`config.mk`:
```
export PLATFORM = sky130hd
export DESIGN_NAME = rr_mux_arbiter_flat
export DESIGN_NICKNAME = d
export VERILOG_FILES = /design/src/rtl/rr_mux_arbiter_if.sv /design/src/rtl/rr_mux_arbiter.sv /design/src/flat_wrapper.sv
export SDC_FILE = /design/constraint.sdc
export NUM_CORES = 1
export LEC_CHECK = 0
export CAP_MARGIN = 10
export CORE_UTILIZATION = 44
export CTS_BUF_LIST = sky130_fd_sc_hd__clkbuf_16
export CTS_CLUSTER_SIZE = 40
export DETAILED_ROUTE_END_ITERATION = 10
export PLACE_DENSITY = 0.84
export SKIP_LAST_GASP = 1
export SYNTH_ARGS = -nofsm -noshare
export SYNTH_HDL_FRONTEND = slang
export SYNTH_SLANG_ARGS = --single-unit
```
`constraint.sdc`:
```
create_clock -name clk -period 5.24 [get_ports clk]
set_input_delay 0.786 -clock clk [delete_from_list [all_inputs] [get_ports clk]]
set_output_delay 0.786 -clock clk [all_outputs]
set_load 0.02 [all_outputs]
```
`src/rtl/rr_mux_arbiter_if.sv`:
```
// Bundle of the four requester channels and the shared mux output of the
// round-robin arbiter.
interface rr_mux_arbiter_if #(
  parameter int DATA_W = 8
);
  logic [3:0]        req;
  logic [DATA_W-1:0] data_in0;
  logic [DATA_W-1:0] data_in1;
  logic [DATA_W-1:0] data_in2;
  logic [DATA_W-1:0] data_in3;
  logic [3:0]        gnt;
  logic [1:0]        sel;
  logic              valid;
  logic [DATA_W-1:0] data_out;

  modport master (
    output req, data_in0, data_in1, data_in2, data_in3,
    input  gnt, sel, valid, data_out
  );

  modport slave (
    input  req, data_in0, data_in1, data_in2, data_in3,
    output gnt, sel, valid, data_out
  );
endinterface

```
`src/rtl/rr_mux_arbiter.sv`:
```
// Round-robin arbiter owning the select lines of a 4:1 data mux, with a
// per-grant quantum and a one-cycle dead gap between owners.
module rr_mux_arbiter #(
  parameter int DATA_W  = 8,
  parameter int QUANTUM = 4
) (
  input logic         clk,
  input logic         reset,
  rr_mux_arbiter_if.slave bus
);

  localparam logic [0:0] IDLE  = 1'b0;
  localparam logic [0:0] GRANT = 1'b1;

  localparam logic [7:0] QUANTUM_LAST = 8'(QUANTUM - 1);

  logic [0:0] state_q, state_d;
  logic [3:0] gnt_q, gnt_d;
  logic [1:0] sel_q, sel_d;
  logic [1:0] last_q, last_d;
  logic [7:0] cnt_q, cnt_d;

  logic [1:0] winner;
  logic       winner_found;
  logic [1:0] cand;
  logic       owner_req;
  logic       others_pending;
  logic       quantum_done;

  // Scan last+1, last+2, last+3, last so the previous owner ranks lowest.
  always_comb begin
    winner       = last_q;
    winner_found = 1'b0;
    cand         = last_q;
    for (int k = 1; k <= 4; k++) begin
      cand = last_q + 2'(k);
      if (!winner_found && bus.req[cand]) begin
        winner       = cand;
        winner_found = 1'b1;
      end
    end
  end

  assign owner_req      = bus.req[sel_q];
  assign others_pending = |(bus.req & ~gnt_q);
  assign quantum_done   = (cnt_q == QUANTUM_LAST);

  always_comb begin
    state_d = state_q;
    gnt_d   = gnt_q;
    sel_d   = sel_q;
    last_d  = last_q;
    cnt_d   = cnt_q;
    case (state_q)
      IDLE: begin
        gnt_d = 4'b0000;
        cnt_d = 8'd0;
        if (winner_found) begin
          state_d = GRANT;
          gnt_d   = 4'b0001 << winner;
          sel_d   = winner;
          last_d  = winner;
        end
      end
      GRANT: begin
        if (!owner_req || (quantum_done && others_pending)) begin
          state_d = IDLE;
          gnt_d   = 4'b0000;
          cnt_d   = 8'd0;
        end else if (quantum_done) begin
          // Nobody else is waiting: renew the quantum without a gap.
          cnt_d = 8'd0;
        end else if (cnt_q != 8'hFF) begin
          cnt_d = cnt_q + 8'd1;
        end
      end
      default: begin
        state_d = IDLE;
        gnt_d   = 4'b0000;
        cnt_d   = 8'd0;
      end
    endcase
  end

  always_ff @(posedge clk) begin
    if (reset) begin
      state_q <= IDLE;
      gnt_q   <= 4'b0000;
      sel_q   <= 2'd0;
      last_q  <= 2'd3;
      cnt_q   <= 8'd0;
    end else begin
      state_q <= state_d;
      gnt_q   <= gnt_d;
      sel_q   <= sel_d;
      last_q  <= last_d;
      cnt_q   <= cnt_d;
    end
  end

  assign bus.gnt   = gnt_q;
  assign bus.sel   = sel_q;
  assign bus.valid = |gnt_q;

  // Data path stays zero whenever the channel has no owner.
  always_comb begin
    bus.data_out = '0;
    if (|gnt_q) begin
      case (sel_q)
        2'd0:    bus.data_out = bus.data_in0;
        2'd1:    bus.data_out = bus.data_in1;
        2'd2:    bus.data_out = bus.data_in2;
        default: bus.data_out = bus.data_in3;
      endcase
    end
  end

endmodule

```
`src/flat_wrapper.sv`:
```
// flat-port wrapper written by rule: the top's interface ports become plain ports
module rr_mux_arbiter_flat 
#(
  parameter int DATA_W  = 8,
  parameter int QUANTUM = 4
)
  (clk, reset, bus_req, bus_data_in0, bus_data_in1, bus_data_in2, bus_data_in3, bus_gnt, bus_sel, bus_valid, bus_data_out);
  rr_mux_arbiter_if #(.DATA_W(DATA_W)) bus_i ();
  input logic clk;
  input logic reset;
  input wire logic [$bits(bus_i.req)-1:0] bus_req;
  input wire logic [$bits(bus_i.data_in0)-1:0] bus_data_in0;
  input wire logic [$bits(bus_i.data_in1)-1:0] bus_data_in1;
  input wire logic [$bits(bus_i.data_in2)-1:0] bus_data_in2;
  input wire logic [$bits(bus_i.data_in3)-1:0] bus_data_in3;
  output wire logic [$bits(bus_i.gnt)-1:0] bus_gnt;
  output wire logic [$bits(bus_i.sel)-1:0] bus_sel;
  output wire logic [$bits(bus_i.valid)-1:0] bus_valid;
  output wire logic [$bits(bus_i.data_out)-1:0] bus_data_out;
  assign bus_i.req = bus_req;
  assign bus_i.data_in0 = bus_data_in0;
  assign bus_i.data_in1 = bus_data_in1;
  assign bus_i.data_in2 = bus_data_in2;
  assign bus_i.data_in3 = bus_data_in3;
  assign bus_gnt = bus_i.gnt;
  assign bus_sel = bus_i.sel;
  assign bus_valid = bus_i.valid;
  assign bus_data_out = bus_i.data_out;
  rr_mux_arbiter #(.DATA_W(DATA_W), .QUANTUM(QUANTUM)) u_core (.clk(clk), .reset(reset), .bus(bus_i));
endmodule
```
==> results.py <==
metrics = {
    "outcome": {
        "status": "completed",
    },
    "die": {
        "die_w_um": 53.5,
        "initial_core_util_pct": 46.7,
        "dieArea_um2": 2860,
        "core-area_um2": 2500,
        "row_count": 18,
        "pin_count": 53,
        "die_h_um": 53.5,
    },
    "global_routing": {
        "grt_pass1_vias": 1117,
        "grt_remaining_overflow": 0,
        "antenna_found_initial": 0,
        "grtUsageTotal_pct": 24.0,
        "grt_pass1_wl_um": 4910,
        "grt_max_degree": 12,
    },
    "clocking": {
        "cts_root_buffer": "clkbuf_16",
        "cts_resized": 0,
        "cts_max_level": 1,
        "hold_buffers": 0,
        "post-cts-setup-buffers": 0,
        "clkSinkCount": 17,
        "tritoncts": "done",
        "cts_buffers": 3,
        "clk_transition_reported_paths_ns": 0.05,
        "clock_latency_ns": 0.25,
        "max-clock-path-buffers": 2,
    },
    "pwr": {
        "ir_worst_vdd_uv": 299,
        "cellPowerDensity_nw_per_um2": 266,
        "p_leak_nw": 0.684,
        "power_w": 0.000474,
    },
    "route": {
        "avgRoutedWirePerCell_um": 15.5,
        "num_vias": 1138,
        "routed_wl_um": 3060,
        "drc": 0,
        "drt.antenna.violating_nets": 0,
        "first_pass_iters": 4,
        "viasPerCell": 5.75,
        "drt_iter0_markers": 19,
    },
    "yosys": {
        "yosysSeqAreaShare_pct": 29.2,
        "synth_cell_types": 40,
        "yosys_register_bits": 17,
        "synthCells": 115,
        "synthArstFlopShare_pct": 0,
        "syn-cell-area_um2": 1170,
        "synth-edff-count": 0,
        "syn-mean-instance-area_um2": 10.2,
        "syn_nets": 154,
        "ys_warn_count": 0,
        "synth_flop_cell": "dfxtp_1",
    },
    "critical_path": {
        "worstSetupStartpoint": "bus_data_in1[3]",
        "worstPathRequired_ns": 4.45,
        "arrival_ns": 2.35,
        "timing.rr.start": "u_core.cnt_q[0]",
        "critPathKind": "in2out",
        "path_max_fanout": 1,
        "end_kind": "output port",
        "r2r_cells": 5,
        "r2r_end": "u_core.cnt_q[0]",
        "reg2reg_setup_slack_ns": 3.28,
        "start_kind": "input pin",
    },
    "worst_hold_path": {
        "min_to": "u_core.bus.gnt[2]",
        "min_path_type": "reg2reg",
        "hold_depth": 2,
        "min_from": "u_core.bus.gnt[2]",
    },
    "final_layout": {
        "finalNonFillerCells": 198,
        "fillers": 200,
        "layout_common_cells": "52 x clkdlybuf4s50_1, 17 x dfxtp_1, 11 x nor2b_1, 8 x nor2_1",
        "final_common_cell": "clkdlybuf4s50_1",
        "drive_gt1_share_pct": 8.33,
        "fin_nets": 208,
        "diodes": 0,
        "utilization_pct": 71.1,
        "synthToLayoutAreaGrowth_pct": 52.3,
    },
    "sta": {
        "setup_violations": 0,
        "finalCriticalPeriod_ns": 3.14,
        "worst_slew_pin_slew_ns": 0.510,
        "fin_setup_tns_ns": 0,
        "max_freq_mhz": 319,
        "hold_viol": 0,
        "finalClockSkew_ns": 0.00325,
        "max_slew_margin_pct": 66.0,
        "rsz0062_at_grt": "no",
        "finalCritPeriodShare_pct": 59.9,
        "drv_slew": 0,
        "whs_ns": 0.506,
    },
    "placed_design": {
        "dp.cells": 194,
        "portBuffers": 52,
        "gp_congestion": 0.800,
        "place.detailed.hpwl_um": 2380,
    },
    "run": {
        "drv_cap": 0,
    },
}
==> final cells by class <==
type	instances	area, µm²	share of cell area (%)
clock buffer	3	75.1	4.22
clock inverter	1	3.75	0.211
inverter	4	15.0	0.844
multi-input combinational	90	778	43.8
sequential	17	340	19.1
tap	30	37.5	2.11
timing repair buffer	53	528	29.7
==> registers in the layout, summed over array words and instances (netlist names) <==
signal	flops
u_core.last_q	2
u_core.bus.gnt	4
u_core.cnt_q	8
u_core.state_q	1
u_core.bus.sel	2
==> cells in the mapped netlist (2+ instances only) <==
cell / n / area (µm²)
inv_1: 4 / 15.0
mux4_2: 2 / 45.0
nand2_1: 4 / 15.0
a21oi_1: 7 / 35.0
nor2b_1: 11 / 68.8
nor3_2: 4 / 40.0
and3_1: 5 / 31.3
a21o_1: 4 / 30.0
buf_6: 2 / 22.5
nand3_1: 2 / 10.0
nor2_1: 8 / 30.0
mux4_1: 7 / 184
o21ai_0: 5 / 25.0
and2_1: 2 / 12.5
dfxtp_1: 17 / 340
o32ai_1: 2 / 17.5
a32o_1: 2 / 20.0
nand2b_1: 5 / 31.3
==> power by group <==
part,internal [W],switching [W],total [W]
clock,0.000101,0.0000508,0.000152
combinational,0.0000973,0.0000710,0.000168
sequential,0.000138,0.0000151,0.000153
total,0.000337,0.000137,0.000474
==> metal layers <==
layer	vias to the layer above	routed length, µm	GRT usage, %
li1	556	-	-
met1	515	1230	26.9
met2	62	1310	40.2
met3	5	478	9.48
met4	0	43	10.1
met5	-	0	0
==> worst max-delay path by stage <==
stage | to
global placement | bus_data_out[0]
floorplan | bus_valid
detailed placement | bus_data_out[3]
CTS | bus_data_out[3]
global route | bus_data_out[5]
finish | bus_data_out[3]
==> per-stage QoR <==
| stage | instance area (µm²) | setup WS (ns) |
|---|---|---|
| after floorplan | 1170 | 3.00 |
| after global placement | 1700 | 2.10 |
| after CTS | 1780 | 2.10 |
| after detailed placement | 1700 | 2.10 |
| after global routing | 1780 | 2.03 |
| final | 1780 | 2.10 |
==> cells by family after synthesis <==
family	synth area share (%)
AO/OA/AOI/OAI	16.8
XOR/XNOR	0.750
adder cells (fa/ha/maj)	1.07
buffers and inverters	4.18
flip-flops	29.2
multiplexers	20.5
AND/OR/NAND/NOR	27.5
==> worst max-delay path: stages <==
cell and delay (ns):
clkdlybuf4s50_1 0.39, mux4_1 0.49, nor2b_1 0.14, clkdlybuf4s50_1 0.54
Power figures use the tool's default switching activity.
